==> config.mk <==
export PLATFORM = sky130hd
export DESIGN_NAME = mem_arbiter_flat
export DESIGN_NICKNAME = d
export VERILOG_FILES = /design/src/rtl/mem_arbiter_if.sv /design/src/rtl/mem_arbiter.sv /design/src/flat_wrapper.sv
export SDC_FILE = /design/constraint.sdc
export NUM_CORES = 1
export LEC_CHECK = 0
export CAP_MARGIN = 20
export CORE_AREA = 2 2 119 121
export CTS_CLUSTER_SIZE = 20
export DETAILED_ROUTE_END_ITERATION = 10
export DIE_AREA = 0 0 121 123
export PLACE_DENSITY = 0.85
export SLEW_MARGIN = 20
export SYNTH_ARGS = -nofsm -noshare
export SYNTH_HDL_FRONTEND = slang
export SYNTH_SLANG_ARGS = --single-unit
==> constraint.sdc <==
create_clock -name clk_i -period 3.1 [get_ports clk_i]
set_input_delay 0.62 -clock clk_i [delete_from_list [all_inputs] [get_ports clk_i]]
set_output_delay 0.62 -clock clk_i [all_outputs]
set_load 0.02 [all_outputs]
==> src/rtl/mem_arbiter_if.sv <==
// Bundle of the I/D requester ports, the shared memory port and the busy flag.
// slave is the arbiter's view; master is the view of the fetch/LSU + memory side.
interface mem_arbiter_if #(
    parameter int AW = 32,
    parameter int DW = 32
);
    logic            i_req_i;
    logic [AW-1:0]   i_addr_i;
    logic            i_gnt_o;
    logic            i_rvalid_o;
    logic [DW-1:0]   i_rdata_o;
    logic            i_err_o;

    logic            d_req_i;
    logic            d_we_i;
    logic [DW/8-1:0] d_be_i;
    logic [AW-1:0]   d_addr_i;
    logic [DW-1:0]   d_wdata_i;
    logic            d_gnt_o;
    logic            d_rvalid_o;
    logic [DW-1:0]   d_rdata_o;
    logic            d_err_o;

    logic            m_req_o;
    logic            m_we_o;
    logic [DW/8-1:0] m_be_o;
    logic [AW-1:0]   m_addr_o;
    logic [DW-1:0]   m_wdata_o;
    logic            m_gnt_i;
    logic            m_rvalid_i;
    logic [DW-1:0]   m_rdata_i;
    logic            m_err_i;

    logic            busy_o;

    modport slave (
        input  i_req_i, i_addr_i,
        output i_gnt_o, i_rvalid_o, i_rdata_o, i_err_o,
        input  d_req_i, d_we_i, d_be_i, d_addr_i, d_wdata_i,
        output d_gnt_o, d_rvalid_o, d_rdata_o, d_err_o,
        output m_req_o, m_we_o, m_be_o, m_addr_o, m_wdata_o,
        input  m_gnt_i, m_rvalid_i, m_rdata_i, m_err_i,
        output busy_o
    );

    modport master (
        output i_req_i, i_addr_i,
        input  i_gnt_o, i_rvalid_o, i_rdata_o, i_err_o,
        output d_req_i, d_we_i, d_be_i, d_addr_i, d_wdata_i,
        input  d_gnt_o, d_rvalid_o, d_rdata_o, d_err_o,
        input  m_req_o, m_we_o, m_be_o, m_addr_o, m_wdata_o,
        output m_gnt_i, m_rvalid_i, m_rdata_i, m_err_i,
        input  busy_o
    );
endinterface

==> src/rtl/mem_arbiter.sv <==
// Round-robin arbiter sharing one memory port between instruction fetch (I) and
// load/store (D); one outstanding transaction, response timeout turns into an error.

module mem_arbiter_rsp #(
    parameter int DW = 32
) (
    input  logic          clk_i,
    input  logic          rstn_i,
    input  logic          fire,
    input  logic          err,
    input  logic [DW-1:0] rdata,
    output logic          rvalid,
    output logic [DW-1:0] rdata_q,
    output logic          err_q
);
    always_ff @(posedge clk_i or negedge rstn_i) begin
        if (!rstn_i) begin
            rvalid  <= 1'b0;
            rdata_q <= '0;
            err_q   <= 1'b0;
        end else begin
            rvalid <= fire;
            if (fire) begin
                rdata_q <= rdata;
                err_q   <= err;
            end
        end
    end
endmodule

module mem_arbiter #(
    parameter int AW      = 32,
    parameter int DW      = 32,
    parameter int TIMEOUT = 255
) (
    input logic         clk_i,
    input logic         rstn_i,
    mem_arbiter_if.slave bus
);
    localparam int BW = DW / 8;
    localparam int NP = 2;
    localparam int TW = ($clog2(TIMEOUT + 1) > 8) ? $clog2(TIMEOUT + 1) : 8;
    localparam bit TO_EN = (TIMEOUT != 0);
    localparam logic [TW-1:0] TO_LAST = TW'(TIMEOUT - 1);

    localparam logic [1:0] S_IDLE  = 2'd0;
    localparam logic [1:0] S_REQ   = 2'd1;
    localparam logic [1:0] S_RESP  = 2'd2;
    localparam logic [1:0] S_DRAIN = 2'd3;

    localparam logic PORT_I = 1'b0;
    localparam logic PORT_D = 1'b1;

    typedef struct packed {
        logic          we;
        logic [BW-1:0] be;
        logic [AW-1:0] addr;
        logic [DW-1:0] wdata;
    } cmd_t;

    logic [1:0]    state_q;
    logic          last_q;
    logic          owner_q;
    logic [TW-1:0] timer_q;
    logic          m_req_q;
    cmd_t          cmd_q;
    cmd_t          cmd_new;

    logic          gnt_i;
    logic          gnt_d;
    logic          resp_hit;
    logic          to_hit;
    logic          rsp_err;
    logic [DW-1:0] rsp_rdata;
    logic [NP-1:0] fire;

    logic [NP-1:0]         rsp_vld;
    logic [NP-1:0]         rsp_errq;
    logic [NP-1:0][DW-1:0] rsp_rdq;

    // Tie goes to the port that did not win last; grants are gated by reset so
    // nothing leaks out while rstn_i is low.
    always_comb begin
        gnt_i = 1'b0;
        gnt_d = 1'b0;
        if (rstn_i && state_q == S_IDLE) begin
            if (bus.d_req_i && (!bus.i_req_i || last_q == PORT_I))
                gnt_d = 1'b1;
            else if (bus.i_req_i)
                gnt_i = 1'b1;
        end
    end

    always_comb begin
        cmd_new = '0;
        if (gnt_d) begin
            cmd_new.we    = bus.d_we_i;
            cmd_new.be    = bus.d_be_i;
            cmd_new.addr  = bus.d_addr_i;
            cmd_new.wdata = bus.d_wdata_i;
        end else begin
            cmd_new.we    = 1'b0;
            cmd_new.be    = '1;
            cmd_new.addr  = bus.i_addr_i;
            cmd_new.wdata = '0;
        end
    end

    // A response arriving in the same cycle as the timeout wins.
    always_comb begin
        resp_hit  = (state_q == S_RESP) && bus.m_rvalid_i;
        to_hit    = TO_EN && (state_q == S_RESP) && !bus.m_rvalid_i && (timer_q == TO_LAST);
        rsp_err   = resp_hit ? bus.m_err_i : 1'b1;
        rsp_rdata = resp_hit ? bus.m_rdata_i : '0;
        fire      = '0;
        if (resp_hit || to_hit)
            fire[owner_q] = 1'b1;
    end

    always_ff @(posedge clk_i or negedge rstn_i) begin
        if (!rstn_i) begin
            state_q <= S_IDLE;
            last_q  <= PORT_I;
            owner_q <= PORT_I;
            timer_q <= '0;
            m_req_q <= 1'b0;
            cmd_q   <= '0;
        end else begin
            case (state_q)
                S_IDLE: begin
                    if (gnt_i || gnt_d) begin
                        state_q <= S_REQ;
                        m_req_q <= 1'b1;
                        owner_q <= gnt_d ? PORT_D : PORT_I;
                        last_q  <= gnt_d ? PORT_D : PORT_I;
                        cmd_q   <= cmd_new;
                    end
                end
                S_REQ: begin
                    if (bus.m_gnt_i) begin
                        m_req_q <= 1'b0;
                        timer_q <= '0;
                        state_q <= S_RESP;
                    end
                end
                S_RESP: begin
                    if (resp_hit)
                        state_q <= S_IDLE;
                    else if (to_hit)
                        state_q <= S_DRAIN;
                    else if (timer_q != '1)
                        timer_q <= timer_q + 1'b1;
                end
                S_DRAIN: begin
                    if (bus.m_rvalid_i)
                        state_q <= S_IDLE;
                end
                default: state_q <= S_IDLE;
            endcase
        end
    end

    for (genvar p = 0; p < NP; p++) begin : g_rsp
        mem_arbiter_rsp #(.DW(DW)) u_rsp (
            .clk_i   (clk_i),
            .rstn_i  (rstn_i),
            .fire    (fire[p]),
            .err     (rsp_err),
            .rdata   (rsp_rdata),
            .rvalid  (rsp_vld[p]),
            .rdata_q (rsp_rdq[p]),
            .err_q   (rsp_errq[p])
        );
    end

    assign bus.i_gnt_o    = gnt_i;
    assign bus.d_gnt_o    = gnt_d;
    assign bus.i_rvalid_o = rsp_vld[PORT_I];
    assign bus.i_rdata_o  = rsp_rdq[PORT_I];
    assign bus.i_err_o    = rsp_errq[PORT_I];
    assign bus.d_rvalid_o = rsp_vld[PORT_D];
    assign bus.d_rdata_o  = rsp_rdq[PORT_D];
    assign bus.d_err_o    = rsp_errq[PORT_D];

    assign bus.m_req_o   = m_req_q;
    assign bus.m_we_o    = cmd_q.we;
    assign bus.m_be_o    = cmd_q.be;
    assign bus.m_addr_o  = cmd_q.addr;
    assign bus.m_wdata_o = cmd_q.wdata;
    assign bus.busy_o    = (state_q != S_IDLE);
endmodule

==> src/flat_wrapper.sv <==
// flat-port wrapper written by rule: the top's interface ports become plain ports
module mem_arbiter_flat 
#(
    parameter int AW      = 32,
    parameter int DW      = 32,
    parameter int TIMEOUT = 255
)
  (clk_i, rstn_i, bus_i_req_i, bus_i_addr_i, bus_i_gnt_o, bus_i_rvalid_o, bus_i_rdata_o, bus_i_err_o, bus_d_req_i, bus_d_we_i, bus_d_be_i, bus_d_addr_i, bus_d_wdata_i, bus_d_gnt_o, bus_d_rvalid_o, bus_d_rdata_o, bus_d_err_o, bus_m_req_o, bus_m_we_o, bus_m_be_o, bus_m_addr_o, bus_m_wdata_o, bus_m_gnt_i, bus_m_rvalid_i, bus_m_rdata_i, bus_m_err_i, bus_busy_o);
  mem_arbiter_if #(.AW(AW), .DW(DW)) bus_i ();
  input logic clk_i;
  input logic rstn_i;
  input wire logic [$bits(bus_i.i_req_i)-1:0] bus_i_req_i;
  input wire logic [$bits(bus_i.i_addr_i)-1:0] bus_i_addr_i;
  output wire logic [$bits(bus_i.i_gnt_o)-1:0] bus_i_gnt_o;
  output wire logic [$bits(bus_i.i_rvalid_o)-1:0] bus_i_rvalid_o;
  output wire logic [$bits(bus_i.i_rdata_o)-1:0] bus_i_rdata_o;
  output wire logic [$bits(bus_i.i_err_o)-1:0] bus_i_err_o;
  input wire logic [$bits(bus_i.d_req_i)-1:0] bus_d_req_i;
  input wire logic [$bits(bus_i.d_we_i)-1:0] bus_d_we_i;
  input wire logic [$bits(bus_i.d_be_i)-1:0] bus_d_be_i;
  input wire logic [$bits(bus_i.d_addr_i)-1:0] bus_d_addr_i;
  input wire logic [$bits(bus_i.d_wdata_i)-1:0] bus_d_wdata_i;
  output wire logic [$bits(bus_i.d_gnt_o)-1:0] bus_d_gnt_o;
  output wire logic [$bits(bus_i.d_rvalid_o)-1:0] bus_d_rvalid_o;
  output wire logic [$bits(bus_i.d_rdata_o)-1:0] bus_d_rdata_o;
  output wire logic [$bits(bus_i.d_err_o)-1:0] bus_d_err_o;
  output wire logic [$bits(bus_i.m_req_o)-1:0] bus_m_req_o;
  output wire logic [$bits(bus_i.m_we_o)-1:0] bus_m_we_o;
  output wire logic [$bits(bus_i.m_be_o)-1:0] bus_m_be_o;
  output wire logic [$bits(bus_i.m_addr_o)-1:0] bus_m_addr_o;
  output wire logic [$bits(bus_i.m_wdata_o)-1:0] bus_m_wdata_o;
  input wire logic [$bits(bus_i.m_gnt_i)-1:0] bus_m_gnt_i;
  input wire logic [$bits(bus_i.m_rvalid_i)-1:0] bus_m_rvalid_i;
  input wire logic [$bits(bus_i.m_rdata_i)-1:0] bus_m_rdata_i;
  input wire logic [$bits(bus_i.m_err_i)-1:0] bus_m_err_i;
  output wire logic [$bits(bus_i.busy_o)-1:0] bus_busy_o;
  assign bus_i.i_req_i = bus_i_req_i;
  assign bus_i.i_addr_i = bus_i_addr_i;
  assign bus_i_gnt_o = bus_i.i_gnt_o;
  assign bus_i_rvalid_o = bus_i.i_rvalid_o;
  assign bus_i_rdata_o = bus_i.i_rdata_o;
  assign bus_i_err_o = bus_i.i_err_o;
  assign bus_i.d_req_i = bus_d_req_i;
  assign bus_i.d_we_i = bus_d_we_i;
  assign bus_i.d_be_i = bus_d_be_i;
  assign bus_i.d_addr_i = bus_d_addr_i;
  assign bus_i.d_wdata_i = bus_d_wdata_i;
  assign bus_d_gnt_o = bus_i.d_gnt_o;
  assign bus_d_rvalid_o = bus_i.d_rvalid_o;
  assign bus_d_rdata_o = bus_i.d_rdata_o;
  assign bus_d_err_o = bus_i.d_err_o;
  assign bus_m_req_o = bus_i.m_req_o;
  assign bus_m_we_o = bus_i.m_we_o;
  assign bus_m_be_o = bus_i.m_be_o;
  assign bus_m_addr_o = bus_i.m_addr_o;
  assign bus_m_wdata_o = bus_i.m_wdata_o;
  assign bus_i.m_gnt_i = bus_m_gnt_i;
  assign bus_i.m_rvalid_i = bus_m_rvalid_i;
  assign bus_i.m_rdata_i = bus_m_rdata_i;
  assign bus_i.m_err_i = bus_m_err_i;
  assign bus_busy_o = bus_i.busy_o;
  mem_arbiter #(.AW(AW), .DW(DW), .TIMEOUT(TIMEOUT)) u_core (.clk_i(clk_i), .rstn_i(rstn_i), .bus(bus_i));
endmodule
; After elaboration in Yosys (flattened, before gate mapping)
; Cells that the tools add are included.
[totals]
ff_bits = 149
elab_cells = 75
in_bits = 140
[classes]
n_eq_ne = 12
n_bitwise = 1
add_sub_neg = 1
n_mux = 26
n_reduce_logical = 19
n_lt_le_gt_ge = 2
[ops]
columns = op, n
row1 = 69-bit 2-to-1 mux, 1
row2 = 32-bit 2-to-1 mux, 1
row3 = 8-bit 2-to-1 mux, 4
row4 = 8-bit one-hot mux with 2 select lines, 1
row5 = 2-bit 2-to-1 mux, 6
row6 = "2-bit != test, second input constant", 6
row7 = 1-bit 2-to-1 mux, 10
row8 = "8-bit by 1-bit adder with 8-bit output, second input constant", 1
row9 = "8-bit == test, second input constant", 1
row10 = "8-bit != test, second input constant", 1
row11 = 2-bit one-hot mux with 4 select lines, 1
row12 = 1-bit logical AND, 6
row13 = 2-bit nonzero test, 3
row14 = 5-bit AND reduction, 1
row15 = "2-bit == test, second input constant", 2
row16 = 4-bit AND reduction, 1
row17 = 1-bit logical OR, 3
row18 = "3-bit by 1-bit != test with 1-bit output, second input constant", 1
row19 = 3-bit AND reduction, 1
row20 = "2-bit by 1-bit == test with 1-bit output, second input constant", 1
row21 = 1-bit logical NOT, 2
row22 = 2-bit logical NOT, 1
row23 = "1-bit by 2-bit less-than comparator with 1-bit output, second input constant", 1
row24 = 1-bit one-hot mux with 2 select lines, 1
row25 = other kinds (4), 4

; Longest topological paths before layout
; Gate-level depths: netlist (run 1).
[depth]
ltp_word = 8
depth_mapped = 8
depth_no_buf = 6

; By module
; A second synthesis (run 1) with hierarchy kept.
[unflattened]
hier_cells = 518
area_unflattened_um2 = 6535.0
[modules_own_cells]
columns = module, n_inst, seq_area_each_um2, area_each_um2, cells_each
row1 = mem_arbiter, 1, 2026.9, 3722.3, 376
row2 = mem_arbiter_rsp, 2, 850.8, 1406.3, 71

; Worst setup path after synthesis (run 1)
; OpenSTA, ideal clock, no wires.
[synth_timing]
path_type = in2out
startpoint = in rstn_i
endpoint = out bus_d_gnt_o
t_arrival_ns = 1.243
slack_ns = 1.237
path_stages = 4
path_cell_list = nor3b_2 > nand3_1 > inv_2 > buf_2
[synth_via]
elab_chain_cells = 2
[synth_lines]
columns = item, line_no
row1 = start: declaration, flat_wrapper.sv:11  ; input logic rstn_i;
row2 = 1-bit logical AND, mem_arbiter.sv:86  ; if (rstn_i && state_q == S_IDLE) begin
row3 = 1-bit 2-to-1 mux, mem_arbiter.sv:86
row4 = end: declaration, flat_wrapper.sv:23  ; output wire logic [$bits(bus_i.d_gnt_o)-1:0] bus_d_gnt_o;
; Every way passes these cells.

; Worst setup path in the final report (run 1)
[layout_timing]
startpoint = reg u_core.state_q[1]
endpoint = out bus_d_gnt_o
[layout_via]
elab_chain_cells = 3
[layout_lines]
columns = item, line_no
row1 = start: declaration, mem_arbiter.sv:61  ; logic [1:0] state_q;
row2 = start signal: assignment, mem_arbiter.sv:122  ; state_q <= S_IDLE;
row3 = start signal: assignment, mem_arbiter.sv:132  ; state_q <= S_REQ;
row4 = start signal: assignment, mem_arbiter.sv:143  ; state_q <= S_RESP;
row5 = 2-bit logical NOT, mem_arbiter.sv:86
row6 = 1-bit logical AND, mem_arbiter.sv:86
row7 = 1-bit 2-to-1 mux, mem_arbiter.sv:86
; Every way passes these cells.

==> summary.txt, run 1 <==
Status: finished, final reports clean
# IOs: 281
Drt drc: 0
Register area share after synthesis: 63.4%
Initial Util: 43.2%
Fin crit period: 2800 ps
Crit Path Class: flip-flop to output pin
WL final: 17.9 mm
Dpl ws: 413 ps
Vert. Die Dim: 123 µm
Grt ovf: 0
CTS buffer count: 17
Setup WS post-layout: 303 ps
Synth async-reset ratio: 100%
Met3 global-route usage: 7.84%
Yosys reg bits: 149
Drt first pass iters: 6
P_leak: 4.08 nW
Die width: 121 µm
GR peak layer: met2
Critical Path RT: 2480 ps
Hold buffers post-CTS: 0
Setup Total Neg Slack: 0 ps
Post-Syn Nets: 636
FILL cells: 947
Clock Path Buffers: 2
Post-CTS Setup Bufs: 0
First-pass GRT wire length: 27.8 mm
Post-Syn Area: 5890 µm²
DRT antenna net count: 0
Via Count: 5180
Peak supply drop: 0.000534 V
Area Growth Syn to Fin: 59.3%
Crit path from: u_core.state_q[1]
Pwr dens: 1080 nW/µm²
Clock slew at reported path FFs: 60 ps
CTS Sinks: 149
CP arrival: 2180 ps
CTS tree: done
Most frequent cells in the layout: 279 x clkdlybuf4s50_1, 149 x dfrtp_1, 97 x a22o_1
CTS H-tree depth: 4
Max Clk Rate: 0.358 GHz
Max-Slew Margin vs Limit: 35.3%
Initial antenna violation count: 0
Cells taking the most area after synthesis: dfrtp_1 63%, a22o_1 14%, nand2_1 4.8%, a31oi_1 3.7%, nor2_1 2.2%
Reg2reg start: u_core.state_q[1]
Least-Margin Pin Slew: 970 ps
Final Skew: 8.23 ps
CP Launch Type: flip-flop
Layout net count: 904
Ant diodes: 0
Synth Flop Type: dfrtp_1
Number of global-route vias before repair: 5358
Most common cell after layout, fill and taps aside: clkdlybuf4s50_1
Unique cell type count in the Yosys netlist: 43
Dpl hpwl: 12.8 mm
Die area: 14900 µm²
Met1 GRT Util: 29.6%
Port bufs: 280
Starting DRT DRC Count: 408
Clk root buf: clkbuf_16
GPL Wtd Cong: 0.907
Critical Path End Type: output pin
Post-CTS sizing: 0
Final setup vio count: 0
Crit Path Max Fanout: 10
Post-synth EDFFs: 0
Maxcap violations: 0
Final Hold Fails: 0
Worst-Skew Late Latency: 410 ps
Core Box Area: 13600 µm²
Fin crit share: 90.2%
Register area: 3730 µm²
Yosys top cell by area: dfrtp_1
Unrepaired setup endpoints after global routing: false
Wire length per cell: 18.8 µm
Share of the synthesized area in the top cell type: 63.4%
Syn_area_per_cell: 11.9 µm²
Synth Instances: 494
Grt met2 use: 40.4%
Ys Warns: 0
Hold Crit Class: primary input to asynchronous set/reset pin
Row count: 43
Pin count of the biggest net entering global routing: 78
Max Slew Vio Count: 0
Via density: 5.43
Share of cells above drive strength 1: 6.33%
Multi-input logic area: 1920 µm²
Total track usage: 24.2%
[critical path, cell delays in order, from the launching register on]
cell and delay [ps]:
dfrtp_1 470, nor3b_2 400, nand3_2 150, inv_2 130, clkdlybuf4s50_1 620
[synth_stat cells (2+ instances only)]
| library cell | instances |
|---|---|
| nand3_1 | 7 |
| nor3b_2 | 2 |
| nor4_1 | 2 |
| a31oi_1 | 35 |
| inv_1 | 4 |
| buf_6 | 4 |
| nand2b_1 | 3 |
| o21ai_0 | 4 |
| nor2_1 | 35 |
| nand4_1 | 2 |
| nand2_1 | 76 |
| buf_2 | 24 |
| dfrtp_1 | 149 |
| clkbuf_1 | 6 |
| or3_1 | 2 |
| a22o_1 | 97 |
| a2bb2oi_1 | 2 |
| o22a_1 | 4 |
| and3_1 | 7 |
| buf_4 | 5 |
| ha_1 | 2 |
[per-layer routing]
| layer | vias to the layer above | part of all wire (%) |
|---|---|---|
| li1 | 2335 | - |
| met1 | 2531 | 39 |
| met2 | 284 | 49 |
| met3 | 30 | 10 |
| met4 | 0 | 2.0 |
| met5 | - | 0 |
[kinds of logic (layout without fill, tap and decap cells)]
| family | after synthesis | count (layout) | share of synthesized area (%) |
|---|---|---|---|
| compound gates | 151 | 151 | 20.6 |
| flops | 149 | 149 | 63.4 |
| simple gates | 147 | 147 | 11.3 |
| buf+inv | 44 | 324 | 4.15 |
| fa+ha+maj | 2 | 2 | 0.425 |
| mux | 1 | 1 | 0.170 |
[cell type report]
cell class              count  area share [%]
inverters                   5           0.200
clock buffers              23            5.10
multi-input cells         301            20.5
repair buffers            288            30.7
flip-flops and latches    149            39.8
well taps                 180            2.40
clock inverters             8            1.32
[metrics by stage]
step	hold WS [ps]	cell area [µm²]	instances	power (mW)	utilization, %
floorplan	324	5890	494	5.65	-
global placement	463	8770	923	7.89	64.4
detailed placement	471	8770	923	8.03	64.4
CTS	410	9370	954	10.2	68.9
global route	464	9370	954	10.6	68.9
finish	399	9370	954	10.1	68.9
[path summary, 6_finish.rpt]
| kind | slack [ps] | cells past startpoint | to |
|---|---|---|---|
| worst max-delay path | 300 | 4 | bus_d_gnt_o |
| worst min-delay path | 400 | 2 | u_core.g_rsp[1].u_rsp.rdata_q[23] |
| worst max register to register | 930 | 6 | u_core.bus.m_addr_o[10] |
| worst min register to register | 480 | 2 | u_core.bus.m_req_o |
| max in group asynchronous | 1210 | 3 | u_core.bus.m_addr_o[30] |
| min in group clk_i | 480 | 2 | u_core.bus.m_req_o |
[state kept, by name, summed over array words and instances (netlist names)]
name	flops
u_core.g_rsp.u_rsp.rdata_q	64
u_core.bus.m_addr_o	32
u_core.bus.m_wdata_o	32
u_core.timer_q	8
u_core.bus.m_be_o	4
u_core.g_rsp.u_rsp.err_q	2
u_core.g_rsp.u_rsp.rvalid	2
u_core.state_q	2
u_core.bus.m_req_o	1
u_core.bus.m_we_o	1
u_core.last_q	1
[power breakdown]
group / switching [mW] / internal, mW
combinational: 2.27 / 2.31
clock: 0.760 / 1.32
sequential: 0.586 / 2.84
No activity file was read; power rests on OpenSTA's default activity.
==> run 2: changes to the inputs <==
==> constraint.sdc (replaced) <==
create_clock -name clk_i -period 3.1 [get_ports clk_i]
set_input_delay 0.62 -clock clk_i [delete_from_list [all_inputs] [get_ports clk_i]]
set_output_delay 0.62 -clock clk_i [all_outputs]
set_load 0.05 [all_outputs]
==> run 2 against run 1 <==
  * Worst hold slack improved by 24 ps
  * Global-route usage rose by 0.37 points
  * First-iteration DRC count rose by 2.7%
  * Core utilization rose by 0.092 points
  * Non-clock buffer count rose by 1
  * Critical path depth did not move
  * Combinational power rose by 44%
  * Routed wire length rose by 2.1%
  * Flip-flop and latch count did not move
  * Die area did not move
  * Clock skew rose by 2.0 ps
  * Critical path type unchanged
  * Critical endpoint unchanged
==> summary.txt, run 2 (same netlist as run 1, synthesis figures left out) <==
Post-CTS sizing: 0 (unchanged)
Port bufs: 280 (unchanged)
Most flops, register: u_core.g_rsp.u_rsp.rdata_q (unchanged)
Wire length per cell: 19.1 µm (was 18.8 µm)
Vert. Die Dim: 123 µm (unchanged)
Layout net count: 905 (was 904)
Clock Path Buffers: 2 (unchanged)
DRT antenna net count: 0 (unchanged)
P_leak: 4.09 nW (was 4.08 nW)
Via density: 5.41 (was 5.43)
Fin crit period: 2620 ps (was 2800 ps)
Setup Total Neg Slack: 0 ps (unchanged)
Initial Util: 43.2% (unchanged)
Via Count: 5179 (was 5180)
Final setup vio count: 0 (unchanged)
CP Launch Type: flip-flop (unchanged)
Area Growth Syn to Fin: 59.5% (was 59.3%)
Die area: 14900 µm² (unchanged)
CTS buffer count: 17 (unchanged)
Hold buffers post-CTS: 0 (unchanged)
Starting DRT DRC Count: 419 (was 408)
Max FFs per register: 64 (unchanged)
Drt drc: 0 (unchanged)
Crit path from: u_core.state_q[1] (unchanged)
Reg2reg start: u_core.state_q[1] (unchanged)
Area after DPL: 8800 µm² (was 8770 µm²)
Critical Path End: bus_d_gnt_o (unchanged)
Worst reg2reg setup slack: 960 ps (was 930 ps)
Total track usage: 24.6% (was 24.2%)
Drt first pass iters: 6 (unchanged)
Hold Crit Class: primary input to asynchronous set/reset pin (unchanged)
CTS Sinks: 149 (unchanged)
Maxcap violations: 0 (unchanged)
Most frequent cells in the layout: 277 x clkdlybuf4s50_1, 149 x dfrtp_1, 97 x a22o_1 (was 279 x clkdlybuf4s50_1, 149 x dfrtp_1, 97 x a22o_1)
R2R cell count: 6 (unchanged)
Clk root buf: clkbuf_16 (unchanged)
Crit Path Class: flip-flop to output pin (unchanged)
First-pass GRT wire length: 28.2 mm (was 27.8 mm)
CTS H-tree depth: 4 (unchanged)
RR Endpoint: u_core.bus.m_addr_o[27] (was u_core.bus.m_addr_o[10])
Max Slew Vio Count: 0 (unchanged)
# IOs: 281 (unchanged)
FILL cells: 965 (was 947)
Final Skew: 10.2 ps (was 8.23 ps)
CTS tree: done (unchanged)
Share of cells above drive strength 1: 7.09% (was 6.33%)
Dpl ws: 606 ps (was 413 ps)
Initial antenna violation count: 1 (was 0)
Final Cell Area: 9390 µm² (was 9370 µm²)
Most common cell after layout, fill and taps aside: clkdlybuf4s50_1 (unchanged)
Multi-input logic area: 1920 µm² (unchanged)
Least-Margin Pin Slew: 944 ps (was 970 ps)
Dpl hpwl: 13.0 mm (was 12.8 mm)
Worst-Skew Late Latency: 410 ps (about the same)
Register area: 3730 µm² (unchanged)
Clock slew at reported path FFs: 60 ps (about the same)
Final Hold Fails: 0 (unchanged)
Number of global-route vias before repair: 5364 (was 5358)
Grt ovf: 0 (unchanged)
CP arrival: 2000 ps (was 2180 ps)
Pin count of the biggest net entering global routing: 78 (unchanged)
Status: finished, final reports clean (unchanged)
Post-CTS Setup Bufs: 0 (unchanged)
Fin crit share: 84.5% (was 90.2%)
Row count: 43 (unchanged)
Die width: 121 µm (unchanged)
Setup WS post-layout: 479 ps (was 303 ps)
Core Box Area: 13600 µm² (unchanged)
Unrepaired setup endpoints after global routing: false (unchanged)
Max Clk Rate: 0.382 GHz (was 0.358 GHz)
Critical Path RT: 2480 ps (about the same)
Pwr dens: 1280 nW/µm² (was 1080 nW/µm²)
WL final: 18.3 mm (was 17.9 mm)
Max-Slew Margin vs Limit: 37.1% (was 35.3%)
Crit Path Max Fanout: 20 (was 10)
GPL Wtd Cong: 0.910 (was 0.907)
Critical Path End Type: output pin (unchanged)
Peak supply drop: 0.000797 V (was 0.000534 V)
-- run 2: changes by cell type in the layout (fill, tap and decap cells not counted), sizes merged, moves of 2 or more --
| cell | change |
|---|---|
| buf | +3 |
| clkbuf | -3 |
| clkdlybuf4s50 | -2 |
| clkinv | +2 |
| clkinvlp | +2 |
-- run 2: critical path, cell delays in order (launching register included) --
cell and delay (ps):
dfrtp_1 470, nor3b_2 400, nand3_2 150, inv_2 370
buf_12 200
-- run 2: worst min path at each step --
stage,start,endpoint,slack [ps]
after detailed placement,u_core.bus.m_req_o,u_core.bus.m_req_o,480
after CTS,rstn_i,u_core.g_rsp[0].u_rsp.rdata_q[26],450
final,rstn_i,u_core.g_rsp[0].u_rsp.rdata_q[26],420
after floorplan,rstn_i,u_core.bus.m_addr_o[0],320
after global routing,rstn_i,u_core.g_rsp[0].u_rsp.rdata_q[26],500
after global placement,u_core.bus.m_req_o,u_core.bus.m_req_o,460
-- run 2: where the power goes --
| part | total [mW] | internal, mW | switching (mW) |
|---|---|---|---|
| Clock | 2.03 | 1.23 | 0.805 |
| Sequential | 3.43 | 2.84 | 0.592 |
| Combinational | 6.58 | 2.31 | 4.28 |
| Total | 12.0 | 6.37 | 5.67 |
-- run 2: cell type report --
type	count	share of cell area, %
antenna	1	0.0267
inverter	5	0.200
clock inverter	12	1.36
timing repair buffer	289	30.9
sequential	149	39.7
multi-input combinational	301	20.5
clock buffer	20	4.87
tap	180	2.40
-- run 2: metrics by stage --
stage               utilization (%)  hold WS (ps)  total power [mW]  std cells
floorplan                         -           324              7.62        494
global placement               64.6           460              9.90        924
detailed placement             64.6           480              10.0        924
CTS                            68.9           453              12.1        956
global route                   69.0           502              12.5        957
finish                         69.0           423              12.0        957
-- run 2: metal layers --
metal | part of all wire (%) | global-route usage [%] | vias up | wire, µm
li1 | - | - | 2343 | -
met1 | 39 | 30.1 | 2547 | 7190
met2 | 50 | 41.9 | 263 | 9160
met3 | 8.8 | 7.24 | 26 | 1620
met4 | 1.8 | 7.99 | 0 | 337
met5 | 0 | 0 | - | 0
